File: src/rtl/edge_pkg.sv
// rtl/edge_pkg.sv - shared state type and default frame geometry for window_ctrl
package edge_pkg;

   typedef enum logic [1:0] {
      IDLE   = 2'd0,
      STREAM = 2'd1,
      FLUSH  = 2'd2
   } win_state_t;

   localparam int DEF_IMG_WIDTH  = 720;
   localparam int DEF_IMG_HEIGHT = 540;

endpackage

File: src/rtl/pixel_pos_counter.sv
// rtl/pixel_pos_counter.sv - raster row/col counter advanced once per accepted pixel
module pixel_pos_counter
   import edge_pkg::*;
#(
   parameter int IMG_WIDTH  = DEF_IMG_WIDTH,
   parameter int IMG_HEIGHT = DEF_IMG_HEIGHT,
   parameter int COL_W      = $clog2(IMG_WIDTH),
   parameter int ROW_W      = $clog2(IMG_HEIGHT)
) (
   input  logic             clock,
   input  logic             reset,
   input  logic             clear,
   input  logic             en,
   output logic [ROW_W-1:0] row,
   output logic [COL_W-1:0] col,
   output logic             last_col,
   output logic             last_pix
);

   // Exact equality against the last index keeps all arithmetic inside COL_W/ROW_W.
   assign last_col = (col == COL_W'(IMG_WIDTH - 1));
   assign last_pix = last_col & (row == ROW_W'(IMG_HEIGHT - 1));

   // Advance in raster order; the final pixel wraps both counters back to the origin.
   always_ff @(posedge clock or posedge reset) begin
      if (reset) begin
         row <= '0;
         col <= '0;
      end else if (clear) begin
         row <= '0;
         col <= '0;
      end else if (en) begin
         if (last_col) begin
            col <= '0;
            row <= last_pix ? '0 : row + 1'b1;
         end else begin
            col <= col + 1'b1;
         end
      end
   end

endmodule

File: src/rtl/window_ctrl.sv
// rtl/window_ctrl.sv - 3x3 line-buffer sequencer; optional stall counter under WINDOW_CTRL_STALL_CNT_EN
module window_ctrl
   import edge_pkg::*;
#(
   parameter int IMG_WIDTH  = DEF_IMG_WIDTH,
   parameter int IMG_HEIGHT = DEF_IMG_HEIGHT,
   parameter int COL_W      = $clog2(IMG_WIDTH),
   parameter int ROW_W      = $clog2(IMG_HEIGHT)
) (
   input  logic             clock,
   input  logic             reset,
   input  logic             start,
   input  logic             in_valid,
   output logic             in_ready,
   output logic             shift_en,
   input  logic             out_ready,
   output logic             win_valid,
   output logic [ROW_W-1:0] win_row,
   output logic [COL_W-1:0] win_col,
   output logic             busy,
   output logic             frame_done
`ifdef WINDOW_CTRL_STALL_CNT_EN
   ,
   output logic [31:0]      stall_cycles
`endif
);

   win_state_t       state;
   win_state_t       state_nxt;
   logic [ROW_W-1:0] row;
   logic [COL_W-1:0] col;
   logic             last_col;
   logic             last_pix;
   logic             start_acc;
   logic             win_free;
   logic             win_hit;

   assign start_acc = (state == IDLE) & start;
   // The held window may be replaced only when it is absent or being consumed now.
   assign win_free  = ~win_valid | out_ready;
   assign in_ready  = (state == STREAM) & win_free;
   assign shift_en  = in_valid & in_ready;
   assign busy      = (state != IDLE);
   // Taps hold a full 3x3 neighbourhood only once two rows and two columns are behind.
   assign win_hit   = (row >= ROW_W'(2)) & (col >= COL_W'(2));

   pixel_pos_counter #(
      .IMG_WIDTH (IMG_WIDTH),
      .IMG_HEIGHT(IMG_HEIGHT),
      .COL_W     (COL_W),
      .ROW_W     (ROW_W)
   ) u_pos (
      .clock   (clock),
      .reset   (reset),
      .clear   (start_acc),
      .en      (shift_en),
      .row     (row),
      .col     (col),
      .last_col(last_col),
      .last_pix(last_pix)
   );

   // State register.
   always_ff @(posedge clock or posedge reset) begin
      if (reset) begin
         state <= IDLE;
      end else begin
         state <= state_nxt;
      end
   end

   // Next-state and end-of-frame pulse; FLUSH waits for the final window to drain.
   always_comb begin
      state_nxt  = state;
      frame_done = 1'b0;
      case (state)
         IDLE: begin
            if (start) begin
               state_nxt = STREAM;
            end
         end
         STREAM: begin
            if (shift_en & last_pix) begin
               state_nxt = FLUSH;
            end
         end
         FLUSH: begin
            if (win_free) begin
               state_nxt  = IDLE;
               frame_done = 1'b1;
            end
         end
         default: begin
            state_nxt = IDLE;
         end
      endcase
   end

   // Window register: a shift loads the new window (or clears it), otherwise hold until consumed.
   always_ff @(posedge clock or posedge reset) begin
      if (reset) begin
         win_valid <= 1'b0;
         win_row   <= '0;
         win_col   <= '0;
      end else if (shift_en) begin
         win_valid <= win_hit;
         if (win_hit) begin
            win_row <= row - ROW_W'(1);
            win_col <= col - COL_W'(1);
         end
      end else if (win_valid & out_ready) begin
         win_valid <= 1'b0;
      end
   end

`ifdef WINDOW_CTRL_STALL_CNT_EN
   // Count cycles where upstream offers a pixel but a held window blocks it; saturating.
   always_ff @(posedge clock or posedge reset) begin
      if (reset) begin
         stall_cycles <= '0;
      end else if (start_acc) begin
         stall_cycles <= '0;
      end else if ((state == STREAM) & in_valid & ~in_ready & (stall_cycles != 32'hFFFF_FFFF)) begin
         stall_cycles <= stall_cycles + 32'd1;
      end
   end
`endif

endmodule
File: config.mk
export PLATFORM = sky130hd
export DESIGN_NAME = window_ctrl
export DESIGN_NICKNAME = d
export VERILOG_FILES = /design/src/rtl/edge_pkg.sv /design/src/rtl/pixel_pos_counter.sv /design/src/rtl/window_ctrl.sv
export SDC_FILE = /design/constraint.sdc
export NUM_CORES = 1
export LEC_CHECK = 0
export CORE_MARGIN = 5
export CORE_UTILIZATION = 30
export CTS_CLUSTER_SIZE = 10
export DETAILED_ROUTE_END_ITERATION = 6
export DONT_BUFFER_PORTS = 1
export GPL_TIMING_DRIVEN = 1
export SETUP_SLACK_MARGIN = 0.3
export SYNTH_ARGS = -nofsm -noshare
export SYNTH_HDL_FRONTEND = slang
export SYNTH_SLANG_ARGS = --single-unit
export TNS_END_PERCENT = 10
File: constraint.sdc
create_clock -name clock -period 2.7 [get_ports clock]
set_input_delay 0.405 -clock clock [delete_from_list [all_inputs] [get_ports clock]]
set_output_delay 0.405 -clock clock [all_outputs]
set_load 0.005 [all_outputs]
==> reports/metrics.cfg <==
[status]
outcome = finished, final reports clean

[floorplanning]
die_w_um = 98.8
initial_core_util_pct = 30.8
core-area_mm2 = 0.00769
die_area_mm2 = 0.00976
fp.dieH_um = 98.8
pin_count = 30
placementRows = 32

[synthesis]
synthCells = 262
ys_types = 43
yosys_warnings = 0
async_flop_share_pct = 100
synth_seq_cells = 43
synth-main-ff-cell = dfrtp_1
syn_nets = 273
synth-edff-count = 0
syn_area_mm2 = 0.00236
seq_area_frac_synth_pct = 45.5
avgSynthCellArea_um2 = 9.03

[sta]
relSlewSlack_pct = 31.9
tns_ns = 0
setup_violations = 0
rsz0062_at_grt = yes
final_max_slew_viol_count = 0
timing.hold.ws_ns = 0.110
hold_viol_final = 0
fmax_mhz = 421
layout_min_cycle_time_ns = 2.38
fin_skew_ns = 0.00774
tightest_slew_ns = 1.01
finalCritPeriodShare_pct = 88.0

[setup_path]
r2r_end = u_pos.row[1]
reg2reg_slack_ns = 0.32
worst_ep_required_time_ns = 2.92
start_kind = register
cp_max_fo = 9
crit_buf_inv = 0
crit_family = simple AND/OR/NAND/NOR gates
cp_cell_sequence = ha_2 > nand3b_1 > or4_1 > a211o_1 > or3_1 > o21ai_2
r2r_cells = 6
max_stage_delay_ns = 0.55
criticalPathCategory = reg2reg
setup.worst_path.end_class = register
critical_path_arrival_ns = 2.60
critPathSlowestCell = or4_1
timing.rr.start = u_pos.col[1]

[pwr]
leakage_uw = 0.00107
p_sw_uw = 728
p_int_uw = 1340
p_sw_share_pct = 35.2
max-vdd-ir-drop_mv = 0.190
combPwrFrac_pct = 26.0
power_density_mw_per_mm2 = 784
pwr-share-seq_pct = 50.1
pwr-share-clk_pct = 23.9
power_uw = 2070

[final_layout]
final_util_pct = 34.3
final_layout_size_suffix_gt1_share_pct = 12.0
nFillCells = 810
final_cells = 368
diodes = 0
final_nets = 277
final_cell_mix = 43 x dfrtp_1, 35 x nor2_1, 20 x nand2_1
final_common_cell = dfrtp_1
syn_to_final_growth_pct = 11.5

[detailed_routing]
dr.pass1.iters = 4
via_count = 1880
wire_per_inst_um = 15.0
drc_errors = 0
drt_wl_total_um = 5540
drt_iter0_markers = 279
viasPerCell = 5.11
antenna_left = 0

[grt]
grt_usage_pct = 11.7
grt_max_degree = 30
grt_pass1_vias = 1828
grt_pass1_wl_um = 9310
grt_antenna_before_repair = 0
grt-ovfl-total = 0

[cts]
cts_num_sinks = 43
clk_pin_slew_worst_paths_ns = 0.09
htreeDepth = 2
cts_made_buffers = 5
post-cts-setup-buffers = 0
cts_buffer_depth = 2
cts_tree = done
worstSkewPairLatency_ns = 0.29
cts_root_buf = clkbuf_8

[job]
maxCapViolations = 0

[place]
dp.cells = 360
place_congestion = 0.834
io_buffer_count = 0
dpl.hpwl_um = 3910

[hold_path]
min_path_type = in2async

[worst max-delay path by stage]
stage                       from  cells after the start      endpoint  slack (ns)
finish              u_pos.col[1]                      6  u_pos.row[1]        0.32
global route        u_pos.col[1]                      6  u_pos.row[1]        0.23
CTS                 u_pos.col[1]                      6  u_pos.row[1]        0.32
detailed placement  u_pos.col[1]                      6  u_pos.row[1]        0.37
global placement    u_pos.col[1]                      6  u_pos.row[1]        0.40
floorplan           u_pos.col[4]                      7  u_pos.row[1]        0.52
[sequential cells by signal, indices dropped and copies added, names as in the netlist]
register / flops
win_col: 10
state: 2
u_pos.col: 10
win_row: 10
u_pos.row: 10
win_valid: 1
[layout make-up]
class	count	area, um2	area share [%]
multi-input combinational	194	1200	45.6
sequential	43	1080	40.8
tap	102	128	4.84
clock buffer	6	72.6	2.75
timing repair buffer	12	90.1	3.42
clock inverter	1	30.0	1.14
inverter	10	37.5	1.42
[logic make-up after synthesis]
group | count (synthesis) | share of synthesized area, %
AND/OR/NAND/NOR | 113 | 24.2
AO/OA/AOI/OAI | 51 | 13.7
flip-flops | 43 | 45.5
buffers and inverters | 26 | 4.60
XOR/XNOR | 20 | 7.41
adder cells (fa/ha/maj) | 6 | 3.17
multiplexers | 3 | 1.43
[Yosys cell counts, drive strengths merged (4+ instances only)]
cell type  instances  share of area, %
a21oi             19               4.0
and2               5               1.3
and3               7               1.9
buf                5               1.3
clkbuf            11               1.7
dfrtp             43                46
ha                 6               3.2
inv               10               1.6
nand2             20               3.2
nand3              8               1.7
nand4              4               1.1
nor2              35               5.6
nor3               6               1.3
nor4               7               1.9
o21ai             11               2.5
o31ai             10               3.2
or3                4               1.1
or4                4               1.3
xnor2             14               5.2
xor2               6               2.2
[per-stage QoR]
stage	area, um2	setup slack [ns]
2_1_floorplan	2360	0.520
3_3_place_gp	2520	0.402
3_5_place_dp	2520	0.369
4_1_cts	2620	0.317
5_1_grt	2640	0.230
6_report	2640	0.323
[repair_timing]
| action | CTS | global route |
|---|---|---|
| hold buffers | 0 | 0 |
| setup endpoints to repair | 0 | 11 |
| gates resized for setup | 0 | 1 |
[metal layers]
| metal | vias up | part of all wire [%] | track usage (%) |
|---|---|---|---|
| met5 | - | 0 | 0 |
| met4 | 0 | 1.2 | 4.10 |
| met3 | 5 | 8.4 | 3.68 |
| met2 | 55 | 41 | 16.0 |
| met1 | 901 | 49 | 17.2 |
| li1 | 919 | - | - |
[power groups by stage]
stage / Sequential (uW) / Combinational [uW] / Clock (uW)
floorplan: 954 / 468 / 0
global placement: 1050 / 510 / 0
detailed placement: 1060 / 517 / 0
CTS: 1040 / 522 / 502
global route: 1070 / 618 / 532
finish: 1040 / 538 / 494
Power figures use the tool's default switching activity.
